$ cat src/rtl/spi_master_pkg.sv
// Shared definitions for the SPI master shifters (tx now, rx later).
package spi_master_pkg;

  typedef enum logic [1:0] {
    IDLE     = 2'd0,
    TRANSMIT = 2'd1,
    STALL    = 2'd2
  } state_t;

  localparam int STEP_STD        = 1;
  localparam int STEP_QUAD       = 4;
  localparam int WORD_EDGES_STD  = 32;
  localparam int WORD_EDGES_QUAD = 8;

endpackage

$ cat src/rtl/spi_master_tx.sv
// SPI transmit shifter: pulls FIFO words, shifts them out on the SCLK falling
// strobe in 1-bit or 4-bit mode, and gates SCLK while the FIFO is empty.
module spi_master_tx
  import spi_master_pkg::*;
#(
  parameter int WORD_W = 32,
  parameter int CNT_W  = 16
) (
  input  logic              clk,
  input  logic              rstn,
  input  logic              en,
  input  logic              tx_edge,
  input  logic              en_quad_in,
  input  logic [CNT_W-1:0]  counter_in,
  input  logic              counter_in_upd,
  input  logic [WORD_W-1:0] data,
  input  logic              data_valid,
  output logic              data_ready,
  output logic              clk_en_o,
  output logic              tx_done,
  output logic              sdo0,
  output logic              sdo1,
  output logic              sdo2,
  output logic              sdo3
);

  localparam int LW = $clog2(WORD_W);

  state_t             state;
  logic [WORD_W-1:0]  shift_reg;
  logic [CNT_W-1:0]   bit_cnt;
  logic [CNT_W-1:0]   target;
  logic               quad;

  logic [CNT_W-1:0]   step;
  logic [CNT_W-1:0]   next_cnt;
  logic               last;
  logic               boundary;
  logic [WORD_W-1:0]  shift_nxt;

  assign step      = quad ? CNT_W'(STEP_QUAD) : CNT_W'(STEP_STD);
  assign next_cnt  = bit_cnt + step;
  // Compare against the current target register, so a same-cycle update
  // only affects the following edge.
  assign last      = (next_cnt >= target);
  assign boundary  = (next_cnt[LW-1:0] == '0);
  assign shift_nxt = quad ? {shift_reg[WORD_W-5:0], 4'b0000}
                          : {shift_reg[WORD_W-2:0], 1'b0};

  always_comb begin
    data_ready = 1'b0;
    if (rstn) begin
      case (state)
        IDLE:     data_ready = en && (target != '0) && data_valid;
        TRANSMIT: data_ready = tx_edge && !last && boundary && data_valid;
        STALL:    data_ready = data_valid;
        default:  data_ready = 1'b0;
      endcase
    end
  end

  always_ff @(posedge clk or negedge rstn) begin
    if (!rstn) begin
      state     <= IDLE;
      shift_reg <= '0;
      bit_cnt   <= '0;
      target    <= '0;
      quad      <= 1'b0;
      clk_en_o  <= 1'b0;
      tx_done   <= 1'b0;
    end else begin
      tx_done <= 1'b0;
      if (counter_in_upd) target <= counter_in;
      case (state)
        IDLE: begin
          if (en) begin
            if (target == '0) begin
              tx_done <= 1'b1;
            end else if (data_valid) begin
              quad      <= en_quad_in;
              shift_reg <= data;
              bit_cnt   <= '0;
              clk_en_o  <= 1'b1;
              state     <= TRANSMIT;
            end else begin
              quad     <= en_quad_in;
              bit_cnt  <= '0;
              clk_en_o <= 1'b0;
              state    <= STALL;
            end
          end
        end
        TRANSMIT: begin
          if (tx_edge) begin
            bit_cnt <= next_cnt;
            if (last) begin
              shift_reg <= shift_nxt;
              tx_done   <= 1'b1;
              clk_en_o  <= 1'b0;
              state     <= IDLE;
            end else if (boundary) begin
              if (data_valid) begin
                shift_reg <= data;
              end else begin
                shift_reg <= shift_nxt;
                clk_en_o  <= 1'b0;
                state     <= STALL;
              end
            end else begin
              shift_reg <= shift_nxt;
            end
          end
        end
        STALL: begin
          if (data_valid) begin
            shift_reg <= data;
            clk_en_o  <= 1'b1;
            state     <= TRANSMIT;
          end
        end
        default: state <= IDLE;
      endcase
    end
  end

  // The mode flag only changes in IDLE, so these muxes are static mid-transfer.
  assign sdo0 = quad ? shift_reg[WORD_W-4] : shift_reg[WORD_W-1];
  assign sdo1 = quad & shift_reg[WORD_W-3];
  assign sdo2 = quad & shift_reg[WORD_W-2];
  assign sdo3 = quad & shift_reg[WORD_W-1];

endmodule
$ cat config.mk
export PLATFORM = sky130hd
export DESIGN_NAME = spi_master_tx
export DESIGN_NICKNAME = d
export VERILOG_FILES = /design/src/rtl/spi_master_pkg.sv /design/src/rtl/spi_master_tx.sv
export SDC_FILE = /design/constraint.sdc
export NUM_CORES = 1
export LEC_CHECK = 0
export ABC_AREA = 1
export BUFFER_PORTS_ARGS = -buffer_cell sky130_fd_sc_hd__buf_2
export CAP_MARGIN = 20
export CORE_MARGIN = 5
export CORE_UTILIZATION = 60
export DETAILED_ROUTE_END_ITERATION = 10
export MAX_ROUTING_LAYER = met4
export PLACE_DENSITY = 0.82
export SYNTH_ARGS = -nofsm -noshare
export SYNTH_HDL_FRONTEND = slang
export SYNTH_SLANG_ARGS = --single-unit
export TNS_END_PERCENT = 10
$ cat constraint.sdc
create_clock -name clk -period 4.7 [get_ports clk]
set_input_delay 0.235 -clock clk [delete_from_list [all_inputs] [get_ports clk]]
set_output_delay 0.235 -clock clk [all_outputs]
set_load 0.1 [all_outputs]
==> impl_metrics.json, run 1 <==
{
  "status": "completed",
  "cts_buffers": 9,
  "synth_top_flop_cell": "dfrtp_1",
  "cts_buffer_depth": 2,
  "clock-sinks": 69,
  "globalplace.congestion": 0.859,
  "clkLatencyLatePin_ns": 0.35,
  "fp-row-count": 33,
  "drv_cap": 0,
  "post-synth-top-count-cell": "nand2_1",
  "wl_met2_um": 5360,
  "p_total_w": 0.00332,
  "start_kind": "register",
  "required_ns": 4.94,
  "grt_pass1_vias": 4172,
  "syn_nets": 693,
  "cts_setup_buffers": 0,
  "seq_power_share": 0.284,
  "switchingPower_w": 0.00166,
  "root_buffer": "clkbuf_8",
  "grt_usage": 0.230,
  "synthArstFlopShare": 1.00,
  "cts-resized-gates": 0,
  "slew_headroom": 0.387,
  "maxSlewViolCount": 0,
  "synth_cell_type_count": 37,
  "worst_pin_slew_ns": 0.919,
  "routed_wl_um": 10900,
  "syn_area_um2": 5070,
  "rsz0062_at_grt": "false",
  "wl_met3_um": 363,
  "fin_setup_tns_ns": 0,
  "yosysWarningCount": 0,
  "core-area_um2": 8220,
  "r2r_end": "shift_reg[5]",
  "grt_overflow": 0,
  "antenna_found_initial": 0,
  "synth_area_leaders": "dfrtp_1, nand3_2, nand2_1",
  "critical_path_class": "reg -> reg",
  "htreeDepth": 3,
  "r2r_slack_ns": 0.71,
  "cts_tree": "built",
  "worstSetupEndpoint": "shift_reg[5]",
  "ys_ff_latch": 69,
  "cp-end-kind": "register",
  "fp.dieArea_um2": 10400,
  "initial_core_util": 0.618,
  "synth_edf_count": 0,
  "timing.rr.start": "bit_cnt[2]",
  "syn_area_per_cell_um2": 8.27,
  "post-route-period-util": 0.849,
  "synth_top_cells_by_count": "nand2_1, inv_1, dfrtp_1",
  "place.port_buffers": 61,
  "final_net_count": 744,
  "worstPathMaxFanout": 32,
  "min_path_type": "in -> async",
  "drive_gt1_frac": 0.336,
  "diodes": 0,
  "final_hold_viol_count": 0,
  "io_pins": 62,
  "drt-met1-wl_um": 5030,
  "drt.antenna.violating_nets": 0,
  "synth_cells": 614,
  "clkPwrFrac": 0.149,
  "hold_buffers": 0,
  "yosysTopAreaCellShare": 0.340,
  "pwr_density_cell_nw_per_um2": 599,
  "ir_worst_vdd_uv": 619,
  "drt_first_pass_iters": 4,
  "place.detailed.hpwl_um": 7810,
  "combPwrFrac": 0.567,
  "power.internal_w": 0.00166,
  "routed.top_layer": "met4",
  "vias": 4059,
  "die_y_um": 102,
  "swShare": 0.500,
  "drt_iter0_drc": 332,
  "worstPathArrival_ns": 4.23,
  "area_growth_pct": 9.20,
  "vias_per_cell": 5.24,
  "grt_pass1_wl_um": 18700,
  "yosysSeqAreaShare": 0.340,
  "rr_worst_depth": 19,
  "largest_reg_flops": 32,
  "grt_max_degree": 71,
  "crit_start": "bit_cnt[2]",
  "cellLeakagePower_nw": 2.97,
  "route.detailed.drc": 0,
  "finalSetupViolations": 0,
  "wl_per_cell_um": 14.0,
  "skew_ns": 0.00669,
  "synth_largest_area_cell": "dfrtp_1",
  "die_w_um": 102,
  "fmax_mhz": 251,
  "finalCriticalPeriod_ns": 3.99,
  "clk_pin_slew_ns": 0.08
}
[cell usage in the layout, fill, tap and decap left out, drive strengths merged, types with 8 or more instances in the layout]
cell type / count
a21oi: 12
buf: 65
clkbuf: 12
dfrtp: 69
ha: 24
inv: 93
mux2i: 27
nand2: 202
nand3: 78
nand4: 16
nor2: 17
o21ai: 36
xor2: 8
[critical path: stages (launching register included)]
cell     delay [ns]
dfrtp_1        0.40
ha_1           0.36
nand3_1        0.12
nand2_1        0.07
nand2_1        0.08
nor2_2         0.16
nand2_1        0.12
nor2_2         0.19
nand2_1        0.10
xor2_1         0.18
inv_1          0.06
ha_1           0.30
a21oi_1        0.14
o21ai_0        0.15
nor2_4         0.21
nand3_4        0.48
nand2_8        0.50
nand2_1        0.10
nand3_1        0.08
nand2_1        0.05
[power by group through the flow]
stage | Combinational (W) | Clock, W | Sequential [W]
5_1_grt | 0.00208 | 0.000529 | 0.000964
3_5_place_dp | 0.00188 | 0 | 0.000948
3_3_place_gp | 0.00181 | 0 | 0.000940
6_report | 0.00188 | 0.000494 | 0.000942
4_1_cts | 0.00189 | 0.000498 | 0.000937
2_1_floorplan | 0.00167 | 0 | 0.000921
[per-layer routing]
metal  up-vias  track usage
met4         0       0.0656
met1      1925        0.301
li1       2056            -
met3        10       0.0355
met2        68        0.371
met5         -            -
[area by class of cell]
class / instances / area, µm²
multi-input cells: 426 / 2790
well taps: 105 / 131
repair buffers: 65 / 350
clock inverters: 4 / 47.5
inverters: 94 / 353
fillers: 670 / 2680
flip-flops and latches: 69 / 1730
clock buffers: 12 / 145
[metrics by stage]
step	setup slack, ns	instance area, µm²	hold slack, ns	std cells	utilization
after global routing	0.437	5540	0.0859	775	0.674
after detailed placement	0.798	5350	0.449	759	0.651
after global placement	0.904	5350	0.439	759	0.651
final	0.710	5540	0.0733	775	0.674
after CTS	0.760	5540	0.0828	775	0.674
after floorplan	0.340	5070	-0.0606	614	-
[worst min path at each step]
stage	start	to	slack, ns	cells after the start
2_1_floorplan	rstn	bit_cnt[0]	-0.06	0
3_3_place_gp	counter_in[11]	target[11]	0.44	3
3_5_place_dp	counter_in[6]	target[6]	0.45	3
4_1_cts	counter_in[11]	target[11]	0.08	3
5_1_grt	counter_in[7]	target[7]	0.09	3
6_report	rstn	tx_done	0.07	2
[cells by family (layout without fill, tap and decap cells)]
group,Yosys count,in the layout,synth area share
adder cells (fa/ha/maj),24,24,0.0592
AO/OA/AOI/OAI,51,51,0.0530
buffers and inverters,119,175,0.111
XOR/XNOR,9,9,0.0155
AND/OR/NAND/NOR,315,315,0.368
multiplexers,27,27,0.0533
flip-flops,69,69,0.340
Note: power is estimated with default switching activity, not from simulation.
==> run 2: changes to the inputs <==
--- a/config.mk
+++ b/config.mk
@@ -5,14 +5,14 @@
 export SDC_FILE = /design/constraint.sdc
 export NUM_CORES = 1
 export LEC_CHECK = 0
-export ABC_AREA = 1
+export ABC_AREA = 0
 export BUFFER_PORTS_ARGS = -buffer_cell sky130_fd_sc_hd__buf_2
 export CAP_MARGIN = 20
 export CORE_MARGIN = 5
-export CORE_UTILIZATION = 60
+export CORE_UTILIZATION = 52
 export DETAILED_ROUTE_END_ITERATION = 10
 export MAX_ROUTING_LAYER = met4
-export PLACE_DENSITY = 0.82
+export PLACE_DENSITY = 0.77
 export SYNTH_ARGS = -nofsm -noshare
 export SYNTH_HDL_FRONTEND = slang
 export SYNTH_SLANG_ARGS = --single-unit
==> constraint.sdc (replaced) <==
create_clock -name clk -period 3.2 [get_ports clk]
set_input_delay 0.16 -clock clk [delete_from_list [all_inputs] [get_ports clk]]
set_output_delay 0.16 -clock clk [all_outputs]
set_load 0.1 [all_outputs]
==> run 2 against run 1 <==
Non-clock buffer count rose by 46. Sequential share of layout area rose by 1.1 points. Total power rose by 51%. Cell area fell by 3.5%. The run now ends with negative setup slack left. Synthesized area fell by 19%. Clock skew rose by 0.0084 ns. Largest cell class unchanged. Register-to-register slack got worse by 1.3 ns. Clock-buffer cell count fell by 3. Die area fell by 5.6%.
==> impl_metrics.json, run 2 <==
{
  "synth_area_leaders": "dfrtp_1, nand2_1, ha_1",
  "diodes": 0,
  "clk_pin_slew_ns": 0.08,
  "synth_cells": 459,
  "rr_worst_depth": 20,
  "fin_ws_ns": -0.612,
  "cts_buffer_depth": 2,
  "cp.depth": 16,
  "final_cell_mix": "nand2_1, dfrtp_1, buf_2, buf_4, o21ai_0",
  "fp.dieArea_um2": 9820,
  "place.port_buffers": 61,
  "synth_largest_area_cell": "dfrtp_1",
  "worst_pin_slew_ns": 0.865,
  "r2r_slack_ns": -0.56,
  "syn_area_per_cell_um2": 8.99,
  "final_hold_viol_count": 0,
  "die_y_um": 99.1,
  "synthArstFlopShare": 1.00,
  "postLayoutCellArea_um2": 5350,
  "synth_edf_count": 0,
  "layout_commonest_cell": "nand2_1",
  "grt_overflow": 0,
  "hold-worst-slack_ns": 0.0181,
  "grt_pass1_wl_um": 17700,
  "cp-end-kind": "output pin",
  "route.detailed.drc": 0,
  "required_ns": 3.04,
  "status": "finished, violations left",
  "post-synth-top-count-cell": "nand2_1",
  "fmax_mhz": 262,
  "grt_max_degree": 70,
  "max_stage_delay_ns": 0.45,
  "holdPathStages": 3,
  "drt_iter0_drc": 163,
  "initial_core_util": 0.534,
  "htreeDepth": 3,
  "combPwrFrac": 0.562,
  "start_kind": "register",
  "power.internal_w": 0.00278,
  "ys_ff_latch": 69,
  "crit_start": "quad",
  "io_pins": 62,
  "clkPwrFrac": 0.161,
  "area_growth_pct": 29.7,
  "antenna_found_initial": 0,
  "grt_pass1_vias": 3898,
  "finalCriticalPeriod_ns": 3.81,
  "vias": 3753,
  "die_w_um": 99.1,
  "worstPathMaxFanout": 3,
  "synth_cell_type_count": 51,
  "routed_wl_um": 10500,
  "place.detailed.hpwl_um": 7280,
  "r2r_end": "shift_reg[3]",
  "cellLeakagePower_nw": 2.60,
  "seq_power_share": 0.277,
  "drv_cap": 0,
  "instances_no_fill": 661,
  "place_area_um2": 4860,
  "wl_per_cell_um": 15.9,
  "core-area_um2": 7730,
  "timing.rr.start": "quad",
  "swShare": 0.444,
  "cp_slowest_cell": "dfrtp_2",
  "slew_headroom": 0.423,
  "worstPathArrival_ns": 3.65,
  "root_buffer": "clkbuf_8",
  "post-route-period-util": 1.19,
  "synth_top_cells_by_count": "nand2_1, dfrtp_1, o21ai_0",
  "dp.cells": 633,
  "violations": "negative setup slack",
  "pwr_density_cell_nw_per_um2": 936,
  "crit_family": "compound AO/OA/AOI/OAI gates",
  "vias_per_cell": 5.68,
  "syn_nets": 538,
  "finalSetupViolations": 36,
  "grt_usage": 0.228,
  "fp-row-count": 32,
  "path_common_cell": "buf_6",
  "globalplace.congestion": 0.883,
  "final_net_count": 633,
  "critical_path_class": "reg -> out",
  "skew_ns": 0.0151,
  "switchingPower_w": 0.00222,
  "hold_buffers": 0,
  "ir_worst_vdd_uv": 366,
  "drive_gt1_frac": 0.301,
  "syn_area_um2": 4130,
  "clock-sinks": 69,
  "synth_top_flop_cell": "dfrtp_1",
  "drt_first_pass_iters": 5,
  "largest_reg_flops": 32,
  "fin_setup_tns_ns": -16.79,
  "maxSlewViolCount": 0,
  "place_ws_ns": -0.556,
  "worst-path-buf-inv": 5,
  "yosysWarningCount": 0,
  "min_path_type": "in -> reg",
  "crit_chain": "inv_4, ha_4, buf_6, a31oi_4, nor3_2, nor2b_4, buf_6, xor2_2, ha_1, buf_4, a221o_1, o2bb2ai_2, nor4_4, nand4_1, a211oi_4, buf_12",
  "cts_buffers": 9,
  "cts_tree": "built",
  "clkLatencyLatePin_ns": 0.35,
  "drt.antenna.violating_nets": 0,
  "yosysTopAreaCellShare": 0.418,
  "yosysSeqAreaShare": 0.418,
  "rsz0062_at_grt": "true",
  "worstSetupEndpoint": "data_ready"
}
## run 2: cell types whose count changed after synthesis, sizes merged, moves of 7 or more
cell and change:
nand2 -111, inv -71, nand3 -71, o22ai +28
o21ai +25, clkbuf +12, nand4 -12, buf -10
a22o +8, nor4 +8, a21oi -7
## run 2: worst register-to-register path: cells and delay by family (launching register included)
family | cells | cell delay (ns)
AO/OA/AOI/OAI | 4 | 0.85
XOR/XNOR | 1 | 0.15
adder cells (fa/ha/maj) | 2 | 0.46
buffers and inverters | 6 | 0.71
flip-flops | 1 | 0.45
AND/OR/NAND/NOR | 7 | 1.05
## run 2: cell families after synthesis
family | synth area share
AND/OR/NAND/NOR | 0.161
buffers and inverters | 0.0482
multiplexers | 0.0810
XOR/XNOR | 0.0315
flip-flops | 0.418
adder cells (fa/ha/maj) | 0.0728
AO/OA/AOI/OAI | 0.187
## run 2: layout make-up
class	instances	area (µm²)
clock buffer	9	124
clock inverter	7	98.8
fill	583	2380
inverter	22	85.1
multi-input combinational	341	2410
sequential	69	1730
tap	102	128
timing repair buffer	111	773
## run 2: worst min path at each step
stage,to,slack (ns),from
2_1_floorplan,bit_cnt[0],-0.14,rstn
3_3_place_gp,target[3],0.36,counter_in[3]
3_5_place_dp,target[13],0.37,counter_in[13]
4_1_cts,target[13],0.005,counter_in[13]
5_1_grt,target[13],0.007,counter_in[13]
6_report,target[13],0.02,counter_in[13]
## run 2: layer usage
metal  wire length [µm]  track usage  vias to the layer above
met2               5340        0.371                       90
met3                557       0.0580                       19
met5                  0            -                        -
li1                   -            -                     1821
met1               4380        0.275                     1823
met4                197       0.0798                        0
## run 2: repair_timing
action / CTS / global route
resized for setup: 25 / 21
cloned: 1 / 0
setup endpoints to repair: 36 / 37
buffers inserted: 8 / 3
pin swaps: 14 / 4
## run 2: through the flow
stage,util,power [W]
global route,0.692,0.00537
global placement,0.629,0.00375
finish,0.692,0.00501
floorplan,-,0.00318
CTS,0.681,0.00486
detailed placement,0.629,0.00385
## run 2: power by group through the flow
| stage | Clock (W) | Sequential [W] | Combinational, W |
|---|---|---|---|
| global route | 0.000865 | 0.00143 | 0.00308 |
| floorplan | 0 | 0.00136 | 0.00182 |
| global placement | 0 | 0.00138 | 0.00238 |
| finish | 0.000805 | 0.00139 | 0.00281 |
| detailed placement | 0 | 0.00139 | 0.00246 |
| CTS | 0.000820 | 0.00138 | 0.00266 |
